**src/rtl/y_output_buffer_if.sv**
```systemverilog
// Result-buffer bus: four capture lanes in, one serialized word stream out.
// The master modport is the side that drives captures and the ready signal.
// The slave modport is the buffer itself.
interface y_output_buffer_if;
  logic        y_capture;
  logic [15:0] Y_in1;
  logic [15:0] Y_in2;
  logic [15:0] Y_in3;
  logic [15:0] Y_in4;
  logic        out_ready;
  logic [15:0] out_data;
  logic        out_valid;
  logic        busy;
  logic        unload_done;
  logic        cap_drop;

  modport master (
    output y_capture, Y_in1, Y_in2, Y_in3, Y_in4, out_ready,
    input  out_data, out_valid, busy, unload_done, cap_drop
  );

  modport slave (
    input  y_capture, Y_in1, Y_in2, Y_in3, Y_in4, out_ready,
    output out_data, out_valid, busy, unload_done, cap_drop
  );
endinterface

```
**src/rtl/y_output_buffer.sv**
```systemverilog
// Four-lane result buffer.
// FILL collects four captures per lane into 64-bit shift registers.
// DRAIN then serializes the sixteen words round-robin across the lanes,
// oldest capture first, under a valid/ready handshake.
module y_output_buffer (
  input  logic          clk,
  input  logic          rst,
  y_output_buffer_if.slave bus
);

  typedef enum logic {FILL, DRAIN} state_t;

  state_t      state, state_nxt;
  logic [1:0]  cap_cnt, cap_cnt_nxt;
  logic [3:0]  out_cnt, out_cnt_nxt;
  logic [63:0] lane [4];
  logic [63:0] lane_nxt [4];
  logic        unload_nxt, drop_nxt;
  logic        unload_q, drop_q;
  logic [15:0] y_in [4];
  logic [1:0]  sel;

  assign y_in[0] = bus.Y_in1;
  assign y_in[1] = bus.Y_in2;
  assign y_in[2] = bus.Y_in3;
  assign y_in[3] = bus.Y_in4;

  // Words leave lane 1,2,3,4,1,... so the low counter bits pick the lane.
  assign sel = out_cnt[1:0];

  // State register, counters, lane storage and registered pulse outputs.
  // NOTE: the lane registers are real buffer state rather than a RAM, so they
  // are cleared by reset; words buffered before a reset must not reappear.
  always_ff @(posedge clk or negedge rst) begin
    if (!rst) begin
      state    <= FILL;
      cap_cnt  <= 2'd0;
      out_cnt  <= 4'd0;
      unload_q <= 1'b0;
      drop_q   <= 1'b0;
      for (int i = 0; i < 4; i++) lane[i] <= 64'd0;
    end else begin
      // NOTE: non-blocking assignments here, so every register samples the
      // pre-edge values no matter the statement order.
      state    <= state_nxt;
      cap_cnt  <= cap_cnt_nxt;
      out_cnt  <= out_cnt_nxt;
      unload_q <= unload_nxt;
      drop_q   <= drop_nxt;
      for (int i = 0; i < 4; i++) lane[i] <= lane_nxt[i];
    end
  end

  // Next-state logic: capture in FILL, handshake-driven shift-out in DRAIN.
  always_comb begin
    // NOTE: everything gets a hold/idle default first, so no path leaves a
    // signal unassigned and no latch is inferred.
    state_nxt   = state;
    cap_cnt_nxt = cap_cnt;
    out_cnt_nxt = out_cnt;
    unload_nxt  = 1'b0;
    drop_nxt    = 1'b0;
    for (int i = 0; i < 4; i++) lane_nxt[i] = lane[i];

    unique case (state)
      FILL: begin
        if (bus.y_capture) begin
          for (int i = 0; i < 4; i++) lane_nxt[i] = {lane[i][47:0], y_in[i]};
          cap_cnt_nxt = cap_cnt + 2'd1;
          if (cap_cnt == 2'd3) state_nxt = DRAIN;
        end
      end
      DRAIN: begin
        // A capture arriving while draining is discarded and flagged.
        drop_nxt = bus.y_capture;
        if (bus.out_ready) begin
          lane_nxt[sel] = {lane[sel][47:0], 16'h0000};
          out_cnt_nxt   = out_cnt + 4'd1;
          if (out_cnt == 4'd15) begin
            state_nxt  = FILL;
            unload_nxt = 1'b1;
          end
        end
      end
    endcase
  end

  assign bus.out_valid   = (state == DRAIN);
  assign bus.busy        = bus.out_valid;
  assign bus.out_data    = (state == DRAIN) ? lane[sel][63:48] : 16'h0000;
  assign bus.unload_done = unload_q;
  assign bus.cap_drop    = drop_q;

endmodule

```
**src/flat_wrapper.sv**
```systemverilog
// flat-port wrapper written by rule: the top's interface ports become plain ports
module y_output_buffer_flat 
  (clk, rst, bus_y_capture, bus_Y_in1, bus_Y_in2, bus_Y_in3, bus_Y_in4, bus_out_ready, bus_out_data, bus_out_valid, bus_busy, bus_unload_done, bus_cap_drop);
  y_output_buffer_if bus_i ();
  input  logic clk;
  input  logic rst;
  input wire logic [$bits(bus_i.y_capture)-1:0] bus_y_capture;
  input wire logic [$bits(bus_i.Y_in1)-1:0] bus_Y_in1;
  input wire logic [$bits(bus_i.Y_in2)-1:0] bus_Y_in2;
  input wire logic [$bits(bus_i.Y_in3)-1:0] bus_Y_in3;
  input wire logic [$bits(bus_i.Y_in4)-1:0] bus_Y_in4;
  input wire logic [$bits(bus_i.out_ready)-1:0] bus_out_ready;
  output wire logic [$bits(bus_i.out_data)-1:0] bus_out_data;
  output wire logic [$bits(bus_i.out_valid)-1:0] bus_out_valid;
  output wire logic [$bits(bus_i.busy)-1:0] bus_busy;
  output wire logic [$bits(bus_i.unload_done)-1:0] bus_unload_done;
  output wire logic [$bits(bus_i.cap_drop)-1:0] bus_cap_drop;
  assign bus_i.y_capture = bus_y_capture;
  assign bus_i.Y_in1 = bus_Y_in1;
  assign bus_i.Y_in2 = bus_Y_in2;
  assign bus_i.Y_in3 = bus_Y_in3;
  assign bus_i.Y_in4 = bus_Y_in4;
  assign bus_i.out_ready = bus_out_ready;
  assign bus_out_data = bus_i.out_data;
  assign bus_out_valid = bus_i.out_valid;
  assign bus_busy = bus_i.busy;
  assign bus_unload_done = bus_i.unload_done;
  assign bus_cap_drop = bus_i.cap_drop;
  y_output_buffer u_core (.clk(clk), .rst(rst), .bus(bus_i));
endmodule
```
**config.mk**
```make
export PLATFORM = sky130hd
export DESIGN_NAME = y_output_buffer_flat
export DESIGN_NICKNAME = d
export VERILOG_FILES = /design/src/rtl/y_output_buffer_if.sv /design/src/rtl/y_output_buffer.sv /design/src/flat_wrapper.sv
export SDC_FILE = /design/constraint.sdc
export NUM_CORES = 1
export LEC_CHECK = 0
export ABC_AREA = 1
export BUFFER_PORTS_ARGS = -buffer_cell sky130_fd_sc_hd__buf_2
export CAP_MARGIN = 20
export CORE_MARGIN = 4
export CORE_UTILIZATION = 35
export CTS_CLUSTER_DIAMETER = 30
export CTS_CLUSTER_SIZE = 8
export DETAILED_ROUTE_END_ITERATION = 10
export PLACE_DENSITY = 0.62
export SYNTH_ARGS = -nofsm -noshare
export SYNTH_HDL_FRONTEND = slang
export SYNTH_SLANG_ARGS = --single-unit
```
**constraint.sdc**
```tcl
create_clock -name clk -period 2.3 [get_ports clk]
set_input_delay 0.115 -clock clk [delete_from_list [all_inputs] [get_ports clk]]
set_output_delay 0.115 -clock clk [all_outputs]
set_load 0.005 [all_outputs]
```
# --- Yosys cells after proc, flatten, opt, wreduce, memory -nomap -nowiden ---
# Index checks and enable logic that the tools add are counted.
word_totals:
  output_inout_bits: 20
  in_bits: 68
  word_cells: 42
  reg_bits: 265
classes:
  reduce_logical: 4
  n_addsub: 2
  muxes: 19
  n_eq_ne: 4
  n_lt_le_gt_ge: 2
  bitwise: 2
ops:
  columns: ["operator", "count"]
  rows:
  - ["$mux W256", 2]
  - ["$pmux W256 S2", 1]
  - ["$bwmux W256", 1]
  - ["$mux W64", 3]
  - ["$bmux W64 S2", 1]
  - ["$demux W64 S2", 1]
  - ["$mux W16", 1]
  - ["$mux W1", 8]
  - ["$reduce_and A2 Y1", 3]
  - ["$add A4 B1 Y4 const B", 1]
  - ["$eq A4 B4 Y1 const B", 1]
  - ["$ne A2 B2 Y1 const B", 2]
  - ["$ge A3 B3 Y1 const B", 1]
  - ["$lt A3 B1 Y1 const B", 1]
  - ["$not A2 Y3", 1]
  - ["$add A2 B1 Y2 const B", 1]
  - ["$eq A2 B2 Y1 const B", 1]
  - ["$pmux W1 S2", 1]
  - ["$logic_and A1 B1 Y1", 1]
  - ["$not A1 Y1", 1]

# --- Depth between registers and ports, before layout ---
# Gate-level depths: netlist of the first run.
depth:
  ltp_word: 8
  depth_mapped: 11
  ltp_nobuf: 7

# --- Worst setup path before layout of the first run ---
# No wires, ideal clock.
synth_path:
  path_kind: "flip-flop to flip-flop"
  from: "reg u_core.out_cnt[1]"
  to: "reg u_core.lane[235] (netlist bit)"
  period_less_slack_ps: 1963
  path_slack_ps: 337
  arrival_time_ps: 1842
  path_buffers: 4
  setup_time_ps: 121
  t_required_ps: 2179
  path_stages_with_launch: 12
  cell_sequence: "dfrtp_1 > inv_1 > buf_2 > buf_1 > ha_1 > nand3_1 > nand2_4 > inv_2 > buf_6 > buf_4 > nor2_1 > a21oi_1"
synth_between:
  elab_chain_cells: 8
  elab_cells_between_ends: 12
  cone_classes: "2 x order compare; 8 x mux; 1 x bitwise; 1 x reduce/logical"
synth_rtl:
  columns: ["element", "line", "source"]
  rows:
  - ["start, declared", "y_output_buffer.sv:15", "logic [3:0] out_cnt, out_cnt_nxt;"]
  - ["start signal, assigned", "y_output_buffer.sv:47", "out_cnt <= out_cnt_nxt;"]
  - ["$not A2 Y3 (implied by the code) (*)", "y_output_buffer.sv:77", "lane_nxt[sel] = {lane[sel][47:0], 16'h0000};"]
  - ["$ge A3 B3 Y1 (implied by the code) or $lt A3 B1 Y1 (tied branches)", "y_output_buffer.sv:77", null]
  - ["$logic_and A1 B1 Y1 (implied by the code)", "y_output_buffer.sv:77", null]
  - ["$mux W64 (implied by the code)", "y_output_buffer.sv:77", null]
  - ["$demux W64 S2", "y_output_buffer.sv:77", null]
  - ["$bwmux W256 (*)", "y_output_buffer.sv:77", null]
  - ["$mux W256 (*)", "y_output_buffer.sv:76", "if (bus.out_ready) begin"]
  - ["$pmux W256 S2 (*)", "y_output_buffer.sv:65", "unique case (state)"]
  - ["end, declared", "y_output_buffer.sv:16", "logic [63:0] lane [4];"]
# Every way passes the cells marked *; elsewhere a longest branch is shown, timed or not. The select of a mux whose other input is x is not followed.
# A chain may end at the register's enable or synchronous reset.

# --- Worst setup path in the final report of the first run ---
layout_path:
  from: "reg u_core.out_cnt[1]"
  to: "out bus_out_data[7]"
layout_between:
  elab_chain_cells: 5
layout_rtl:
  columns: ["element", "line", "source"]
  rows:
  - ["$not A2 Y3 (implied by the code)", "y_output_buffer.sv:90", "assign bus.out_data = (state == DRAIN) ? lane[sel][63:48] : 16'h0000;"]
  - ["$bmux W64 S2", "y_output_buffer.sv:90", null]
  - ["$mux W64 (implied by the code) (2 in a row)", "y_output_buffer.sv:90", null]
  - ["$mux W16", "y_output_buffer.sv:90", null]
  - ["end, declared", "flat_wrapper.sv:13", "output wire logic [$bits(bus_i.out_data)-1:0] bus_out_data;"]
# No other way between the ends. The select of a mux whose other input is x is not followed.

==> metrics.md, run 1 <==
| Metric | Value |
|---|---|
| Clk pin slew, worst setup/hold paths | 0.05 ns |
| Post-route antenna net violation count | 0 |
| Nets | 2,316 |
| FF-to-FF path depth | 8 |
| Initial Util | 0.3545 |
| Sequential cell area fraction in the yosys report | 0.4450 |
| Clock Power Share | 0.260 |
| Worst skew pair latency | 0.57 ns |
| Status | completed |
| Row count | 75 |
| Commonest non-fill, non-tap cell in the layout | nor2_1 |
| Final Power | 31.65 mW |
| Post-DP HPWL | 30.22 mm |
| Slew Viols, Final | 0 |
| Max clock buf depth | 3 |
| Post-Synthesis Cells | 2,138 |
| CP endpoint kind | output port |
| Share of cells above drive strength 1 | 0.1068 |
| Yosys reg bits | 265 |
| GRT Total Usage | 0.2292 |
| Ports | 88 |
| Largest stage delay, worst path | 0.44 ns |
| H-tree levels | 2 |
| Chip height | 214.3 µm |
| CP Launch Type | flip-flop |
| Post-Syn Area per Cell | 6.970 µm² |
| Initial antenna violation count | 0 |
| DRC | 0 |
| Fmax | 463.3 MHz |
| Gp weighted congestion | 0.8262 |
| Slew margin rel. | 0.2765 |
| Final Setup Violations | 0 |
| Number of flops mapped to enable cells by yosys | 0 |
| Worst slew pin tran | 1.085 ns |
| Yosys warns | 0 |
| Critical Path End | bus_out_data[7] |
| Via Count | 14,847 |
| Setup WS post-layout | 0.1413 ns |
| Post-synth ARST share | 1.000 |
| Power share of the sequential group | 0.287 |
| Pre-Repair DR Iteration Count | 6 |
| WP data arrival | 2.04 ns |
| Total Wirelength | 54.02 mm |
| Switching share of power | 0.4468 |
| CP startpoint | u_core.out_cnt[1] |
| CP Class | flip-flop to output port |
| DRT iter0 DRCs | 1,499 |
| Grt ovf | 0 |
| Max IR drop VDD | 860.3 µV |
| Worst r2r src | u_core.out_cnt[0] |
| Vias in the first global route | 14,391 |
| Dpl ws | 0.2800 ns |
| Register-to-register path setup slack | 0.37 ns |
| Yosys cell types | 21 |
| Root buf cell | clkbuf_16 |
| P per Cell Area | 1715 nW/µm² |
| I/O Buffers | 87 |
| Int Pwr | 17.51 mW |
| Antenna cell count | 0 |
| Predominant post-synthesis flop cell | dfrtp_1 |
| Tightest Hold Check Type | primary input to flip-flop |
| Leak Pwr | 8.702 nW |
| Setup TNS | 0 ns |
| CORE AREA | 42,040 µm² |
| First-pass GRT wire length | 84.25 mm |
| CP max FO | 65 |
| Fin area | 18,460 µm² |
| Drt wl/cell | 19.13 µm |
| FF-to-FF End | u_core.lane[93] |
| Total CTS buffers | 53 |
| Fin crit share | 0.9385 |
| Vias per cell | 5.257 |
| RSZ-0062 raised after global routing | no |
| Post-synth design cell area | 14,900 µm² |
| Most frequent cells in the layout | nor2_1 (644), nand3_1 (358), dfrtp_1 (262), a21oi_1 (207), nand2_1 (198) |
| Min Tclk post-route | 2.159 ns |
| CP max stage cell | dfrtp_2 |
| Critical path cell sequence | inv_2 > buf_12 > nor2_1 > o21ai_0 > a21oi_2 > buf_2 |
| Die ar. | 45,940 µm² |
| Area Overhead vs Synth | 23.90% |
| Die Width | 214.3 µm |
| Pin count of the biggest net entering global routing | 101 |
| WP data required | 2.18 ns |
| Maxcap violations | 0 |
| Clk sinks | 265 |
| Worst clock skew | 0.01482 ns |
| Placed cell areas | 15,740 µm² |
| Final hold violations | 0 |
| Combinational Power Share | 0.453 |
| Syn_nets | 2,212 |
| CTS tree | yes |
| Switching power | 14.14 mW |
[layer usage]
| layer | global-route usage | share of wire | routed length, µm |
|---|---|---|---|
| met1 | 0.3101 | 0.42 | 22760 |
| met3 | 0.03883 | 0.081 | 4374 |
| met4 | 0.09293 | 0.040 | 2172 |
| met5 | 0 | 0 | 0 |
| met2 | 0.3673 | 0.46 | 24710 |
[cell families (layout without fill, tap and decap cells)]
group,Yosys count,in the layout,synth area share
AND/OR/NAND/NOR,1205,1205,0.3364
buffers and inverters,351,498,0.1077
multiplexers,1,1,0.0007556
AO/OA/AOI/OAI,306,306,0.1028
flip-flops,265,265,0.4450
adder cells (fa/ha/maj),6,6,0.005038
XOR/XNOR,4,4,0.002351
[through the flow]
stage,cells,utilization,hold slack (ns)
2_1_floorplan,2138,-,-0.1806
3_3_place_gp,2657,0.3743,0.1005
3_5_place_dp,2657,0.3743,0.1050
4_1_cts,2823,0.4389,0.005713
5_1_grt,2824,0.4392,0.01444
6_report,2824,0.4392,0.01446
[Yosys cell counts, types with 2 or more instances]
master / instances / area (µm²)
nor2_1: 644 / 2417
nand3_1: 358 / 1792
dfrtp_1: 265 / 6631
a21oi_1: 210 / 1051
nand2_1: 198 / 743.2
inv_1: 195 / 732.0
o21ai_0: 96 / 480.5
buf_2: 76 / 380.4
buf_4: 26 / 195.2
clkbuf_1: 25 / 93.84
buf_6: 12 / 135.1
buf_1: 8 / 30.03
inv_2: 8 / 30.03
ha_1: 6 / 75.07
nand2_4: 3 / 33.78
xnor2_1: 2 / 17.52
xor2_1: 2 / 17.52
[layout make-up]
type                       count  area, µm²
tap                          539      674.4
timing repair buffer         196       1777
multi-input combinational   1522       6676
clock buffer                  71       1495
inverter                     204      775.7
fill                        4251      23580
sequential                   265       6640
clock inverter                27      424.2
[worst min path at each step]
stage          cells past startpoint     startpoint          endpoint  slack [ns]
2_1_floorplan                      0            rst   u_core.bus.busy       -0.18
3_3_place_gp                       1            rst   u_core.lane[15]        0.10
3_5_place_dp                       1            rst   u_core.lane[15]        0.11
4_1_cts                            4  bus_Y_in1[15]  u_core.lane[207]       0.006
5_1_grt                            4  bus_Y_in1[15]  u_core.lane[207]        0.01
6_report                           4  bus_Y_in1[15]  u_core.lane[207]        0.01
[power groups by stage]
stage               combinational (mW)  clock (mW)  sequential [mW]
detailed placement                13.5           0             9.05
global placement                  13.3           0             8.94
finish                            14.3        8.24             9.08
floorplan                         9.88           0             8.30
CTS                               14.2        8.33             9.00
global route                      15.9        8.57             9.34
[worst max-delay path, delay by kind of cell, from the launching register on]
family / cells / cell delay, ns
and+or+nand+nor: 1 / 0.14
buffers and inverters: 3 / 0.50
DFF: 1 / 0.44
AOI/OAI and AO/OA: 2 / 0.36
[registers in the layout (all words and copies together) (netlist names)]
name                    count
u_core.cap_cnt              2
u_core.lane               256
u_core.bus.unload_done      1
u_core.bus.busy             1
u_core.out_cnt              4
u_core.bus.cap_drop         1
[repair_timing]
| action | CTS | global route |
|---|---|---|
| hold endpoints to repair | 254 | 0 |
| gates resized for setup | 5 | 2 |
| cloned | 4 | 0 |
| buffers inserted | 0 | 1 |
| endpoints found under the setup margin | 16 | 3 |
| hold buffers | 64 | 0 |
| pin swaps | 0 | 1 |
Note: power is estimated with default switching activity, not from simulation.
==> run 2, diff against run 1 <==
--- a/config.mk
+++ b/config.mk
@@ -5,13 +5,11 @@
 export SDC_FILE = /design/constraint.sdc
 export NUM_CORES = 1
 export LEC_CHECK = 0
-export ABC_AREA = 1
 export BUFFER_PORTS_ARGS = -buffer_cell sky130_fd_sc_hd__buf_2
 export CAP_MARGIN = 20
 export CORE_MARGIN = 4
 export CORE_UTILIZATION = 35
 export CTS_CLUSTER_DIAMETER = 30
-export CTS_CLUSTER_SIZE = 8
 export DETAILED_ROUTE_END_ITERATION = 10
 export PLACE_DENSITY = 0.62
 export SYNTH_ARGS = -nofsm -noshare
==> metrics.md, run 2 <==
| Metric | Value |
|---|---|
| Status | completed |
| Drt wl/cell | 22.99 µm |
| Fillcell total | 3,485 |
| Max clock buf depth | 3 |
| Yosys reg bits | 265 |
| CP max stage cell | mux4_2 |
| Setup TNS | 0 ns |
| Ports | 88 |
| Die ar. | 41,800 µm² |
| GRT Total Usage | 0.1971 |
| Fin crit share | 0.9711 |
| Critical path cell sequence | buf_16 > mux4_2 > and2_1 > buf_2 |
| Initial Util | 0.3569 |
| Area Overhead vs Synth | 28.44% |
| Leak Pwr | 7.687 nW |
| Largest register FFs | 256 |
| CTS tree | yes |
| Commonest non-fill, non-tap cell in the layout | dfrtp_1 |
| Max IR drop VDD | 761.2 µV |
| Syn_nets | 1,190 |
| Most common cell in the netlist | dfrtp_1 |
| Synth top area share | 0.4910 |
| Gp weighted congestion | 0.7941 |
| Slew Viols, Final | 0 |
| Tightest Hold Check Type | primary input to flip-flop |
| DRC | 0 |
| CP max FO | 7 |
| Root buf cell | clkbuf_16 |
| RSZ-0062 raised after global routing | no |
| Chip height | 204.4 µm |
| Pin count of the biggest net entering global routing | 145 |
| I/O Buffers | 87 |
| Most frequent cells in the layout | dfrtp_1 (262), nor3b_1 (208), a221o_1 (144), a21oi_1 (97), buf_2 (86) |
| Top post-synthesis cells by area | dfrtp_1 (49%), nor3b_1 (12%), a221o_1 (11%), mux4_2 (11%), a21oi_1 (3.6%) |
| Antenna cell count | 0 |
| DRT iter0 DRCs | 970 |
| Maxcap violations | 0 |
| Post-synth ARST share | 1.000 |
| Yosys top cell by area | dfrtp_1 |
| Clk sinks | 265 |
| Vias in the first global route | 10,857 |
| Grt ovf | 0 |
| Die Width | 204.4 µm |
| Post-DP HPWL | 24.39 mm |
| Dpl ws | 0.2533 ns |
| Register-to-register path setup slack | 0.07 ns |
| Fmax | 447.7 MHz |
| Worst clock skew | 0.01093 ns |
| CP Class | flip-flop to output port |
| Predominant post-synthesis flop cell | dfrtp_1 |
| Yosys cell types | 28 |
| Total Wirelength | 41.31 mm |
| Fin util | 0.4584 |
| Placed cell areas | 14,560 µm² |
| Worst skew pair latency | 0.55 ns |
| Nets | 1,318 |
| WP data required | 2.18 ns |
| Worst slew pin tran | 0.7753 ns |
| Via Count | 10,593 |
| Total CTS buffers | 53 |
| Fin area | 17,350 µm² |
| Post-synth design cell area | 13,510 µm² |
| Share of cells above drive strength 1 | 0.2364 |
| Slew margin rel. | 0.4832 |
| First-pass GRT wire length | 65.46 mm |
| P per Cell Area | 1482 nW/µm² |
| Post-route antenna net violation count | 0 |
| CORE AREA | 37,840 µm² |
| Post-Synthesis Cells | 1,116 |
| WP data arrival | 2.12 ns |
| Final Power | 25.72 mW |
| Pre-Repair DR Iteration Count | 7 |
| Largest regs | u_core.lane: 256 flops, u_core.out_cnt: 4 flops, u_core.cap_cnt: 2 flops |
| H-tree levels | 2 |
| Row count | 71 |
| Initial antenna violation count | 1 |
| Sequential cell area fraction in the yosys report | 0.4910 |
| Min Tclk post-route | 2.233 ns |
| Yosys warns | 0 |
| CP endpoint kind | output port |
| Largest stage delay, worst path | 0.59 ns |
| Non-filler instance count after layout | 1,797 |
| Final Setup Violations | 0 |
| Largest Register | u_core.lane |
| Top post-synthesis cells by count | dfrtp_1 (265), nor3b_1 (208), a221o_1 (144) |
| Setup WS post-layout | 0.06650 ns |
| Number of flops mapped to enable cells by yosys | 0 |
| Post-Syn Area per Cell | 12.10 µm² |
| CP Launch Type | flip-flop |
| WHS | 0.1152 ns |
| Vias per cell | 5.895 |
| Clk pin slew, worst setup/hold paths | 0.04 ns |
| Placed Instances | 1,624 |
| Final hold violations | 0 |
run 2: critical path: cells and delay by family (launching register included):
kind / cells / cell delay [ns]
flip-flops: 1 / 0.48
buffers and inverters: 2 / 0.29
AND/OR/NAND/NOR: 1 / 0.21
multiplexers: 1 / 0.59
run 2: kinds of logic (layout without fill, tap and decap cells):
group,Yosys count,count (layout),synth area share
fa+ha+maj,6,6,0.005558
buf+inv,130,300,0.04372
simple gates,341,341,0.1718
xor+xnor,4,4,0.002594
mux,64,64,0.1067
compound gates,306,306,0.1786
flops,265,265,0.4910
run 2: timing repair:
item,in CTS,in global routing
gates resized for setup,9,4
buffers inserted,6,0
endpoints found under the hold margin,169,0
setup endpoints to repair,16,14
cloned,4,0
hold buffers,66,0
run 2: final cells by class:
type,count,area [µm²],share of cell area
Sequential cell,265,6640,0.3828
Clock inverter,31,451.7,0.02604
Multi-Input combinational cell,721,6321,0.3644
Timing Repair Buffer,201,1843,0.1062
Clock buffer,66,1445,0.08330
Inverter,2,7.507,0.0004327
Tap cell,511,639.4,0.03686
run 2: worst paths after layout:
check / startpoint / endpoint / depth (start not counted)
setup / recovery: u_core.out_cnt[0] / bus_out_data[12] / 4
hold / removal: bus_out_ready / u_core.out_cnt[0] / 3
setup reg to reg: u_core.out_cnt[0] / u_core.lane[125] / 8
hold reg to reg: u_core.out_cnt[3] / u_core.out_cnt[3] / 1
max in group asynchronous: rst / u_core.lane[42] / 3
min in group asynchronous: rst / u_core.lane[53] / 2
run 2: metal layers:
| layer | wire length, µm | global-route usage | up-vias | part of all wire |
|---|---|---|---|---|
| met5 | 0 | 0 | - | 0 |
| met4 | 1103 | 0.06054 | 0 | 0.027 |
| met3 | 2437 | 0.02904 | 71 | 0.059 |
| met2 | 19310 | 0.3173 | 411 | 0.47 |
| met1 | 18470 | 0.2777 | 5470 | 0.45 |
| li1 | - | - | 4641 | - |
run 2: where the power goes:
group,leakage (nW),internal [mW],switching [mW]
Sequential,3.53,6.39,1.53
Clock,0.931,5.64,2.46
Combinational,3.23,4.43,5.26
Total,7.69,16.5,9.25
==> run 3, diff against run 2 <==
--- a/config.mk
+++ b/config.mk
@@ -11,7 +11,7 @@
 export CORE_UTILIZATION = 35
 export CTS_CLUSTER_DIAMETER = 30
 export DETAILED_ROUTE_END_ITERATION = 10
-export PLACE_DENSITY = 0.62
+export PLACE_DENSITY = 0.59
 export SYNTH_ARGS = -nofsm -noshare
 export SYNTH_HDL_FRONTEND = slang
 export SYNTH_SLANG_ARGS = --single-unit
==> metrics.md, run 3 (same netlist as run 2, synthesis figures left out) <==
| Metric | Value |
|---|---|
| Drt wl/cell | 22.74 µm |
| First-pass GRT wire length | 64.31 mm |
| Cell count along the critical path | 5 |
| Worst clock skew | 0.01369 ns |
| Tightest Hold Check Type | primary input to flip-flop |
| Cell family with most CP delay | multiplexers |
| Clk sinks | 265 |
| Post-route antenna net violation count | 0 |
| Fillcell total | 3,486 |
| Maxcap violations | 0 |
| Setup WS post-layout | -0.03455 ns |
| Slew margin rel. | 0.4629 |
| Ports | 88 |
| Dpl ws | 0.2587 ns |
| Pin count of the biggest net entering global routing | 113 |
| Failing checks | negative setup slack |
| CORE AREA | 37,840 µm² |
| Fmax | 428.3 MHz |
| Die Width | 204.4 µm |
| GRT Total Usage | 0.1942 |
| Fin crit share | 1.015 |
| Largest regs | u_core.lane: 256 flops, u_core.out_cnt: 4 flops, u_core.cap_cnt: 2 flops |
| Gp weighted congestion | 0.7782 |
| DRC | 0 |
| Most frequent cells in the layout | dfrtp_1 (262), nor3b_1 (208), a221o_1 (144), a21oi_1 (97), buf_2 (80) |
| Initial Util | 0.3569 |
| CP endpoint kind | output port |
| Die ar. | 41,800 µm² |
| Root buf cell | clkbuf_16 |
| CTS tree | yes |
| Clk pin slew, worst setup/hold paths | 0.04 ns |
| Total Wirelength | 40.86 mm |
| Hold depth | 3 |
| Largest Register | u_core.lane |
| Chip height | 204.4 µm |
| CP Class | flip-flop to output port |
| Post-DP HPWL | 23.42 mm |
| Vias per cell | 5.838 |
| Max clock buf depth | 3 |
| Setup TNS | -0.06170 ns |
| Vias in the first global route | 10,534 |
| Fin util | 0.4554 |
| RSZ-0062 raised after global routing | yes |
| Area Overhead vs Synth | 27.60% |
| Worst slew pin tran | 0.8057 ns |
| CP Launch Type | flip-flop |
| WP data required | 2.18 ns |
| I/O Buffers | 87 |
| Final Power | 25.36 mW |
| Row count | 71 |
| Worst skew pair latency | 0.56 ns |
| Min Tclk post-route | 2.335 ns |
| Slew Viols, Final | 0 |
| Initial antenna violation count | 0 |
| WP buf/inv | 3 |
| FF-to-FF path depth | 6 |
| Status | complete, but fails checks |
| Final hold violations | 0 |
| Max IR drop VDD | 928.9 µV |
| Via Count | 10,491 |
| Leak Pwr | 7.630 nW |
| H-tree levels | 2 |
| CP max stage cell | mux4_2 |
| Pre-Repair DR Iteration Count | 5 |
| WP data arrival | 2.22 ns |
| Antenna cell count | 0 |
| Nets | 1,318 |
| CP max FO | 7 |
| Critical path cell sequence | buf_16 > buf_12 > mux4_2 > and2_4 > buf_6 |
| DRT iter0 DRCs | 908 |
| Largest register FFs | 256 |
| Largest stage delay, worst path | 0.54 ns |
| Commonest non-fill, non-tap cell in the layout | dfrtp_1 |
| Total CTS buffers | 53 |
| Grt ovf | 0 |
| Final Setup Violations | 3 |
| P per Cell Area | 1471 nW/µm² |
| Share of cells above drive strength 1 | 0.2426 |
| WHS | 0.08631 ns |
run 3: cell count changes in the layout (fill, tap and decap cells not counted), moves of 5 or more:
| cell | previous run | this run |
|---|---|---|
| and2_1 | 17 | 4 |
| and2_4 | 0 | 13 |
| buf_6 | 1 | 11 |
| buf_12 | 19 | 13 |
| buf_2 | 86 | 80 |
| clkbuf_1 | 6 | 11 |
run 3: cell type report:
class                      count  area [µm²]  share of cell area
multi-input combinational    722        6360              0.3690
timing repair buffer         200        1730              0.1004
clock inverter                21       312.8             0.01815
clock buffer                  76        1544             0.08959
tap                          511       639.4             0.03710
inverter                       2       7.507           0.0004356
sequential                   265        6640              0.3853
run 3: metrics by stage:
step | instances | instance area (µm²)
finish | 1797 | 17230
CTS | 1796 | 17160
global placement | 1626 | 14500
global route | 1797 | 17230
floorplan | 1116 | 13520
detailed placement | 1626 | 14500
run 3: repair_timing:
| action | in CTS | in global routing |
|---|---|---|
| buffers inserted | 6 | 0 |
| endpoints found under the setup margin | 16 | 53 |
| hold buffers | 66 | 0 |
| pin swaps | 0 | 1 |
| gates cloned | 1 | 1 |
| gates resized for setup | 12 | 20 |
| endpoints found under the hold margin | 139 | 0 |
run 3: metal layers:
layer  track usage  vias up  wire, µm
met2        0.2964      375     18560
met1        0.2851     5411     18970
li1              -     4653         -
met5             0        -         0
met3       0.03618       52      2391
met4       0.05432        0       939
run 3: final timing paths:
kind	startpoint	to	slack [ns]
worst max-delay path	u_core.out_cnt[0]	bus_out_data[13]	-0.03
worst min-delay path	bus_out_ready	u_core.out_cnt[0]	0.09
worst max register to register	u_core.out_cnt[0]	u_core.lane[217]	0.09
worst min register to register	u_core.cap_cnt[0]	u_core.cap_cnt[0]	0.48
max in group asynchronous	rst	u_core.lane[155]	1.34
min in group asynchronous	rst	u_core.lane[116]	0.17
run 3: worst reg2reg max path, cell delays in order (launching register included):
cell and delay (ns):
dfrtp_4 0.51, buf_4 0.18, inv_1 0.11, ha_1 0.15, and3_2 0.26, buf_4 0.62
a221o_1 0.32
run 3: power breakdown:
part	internal, mW	total (mW)	switching [mW]
sequential	6.39	7.84	1.45
clock	5.40	7.84	2.44
combinational	4.41	9.68	5.27
total	16.2	25.4	9.15
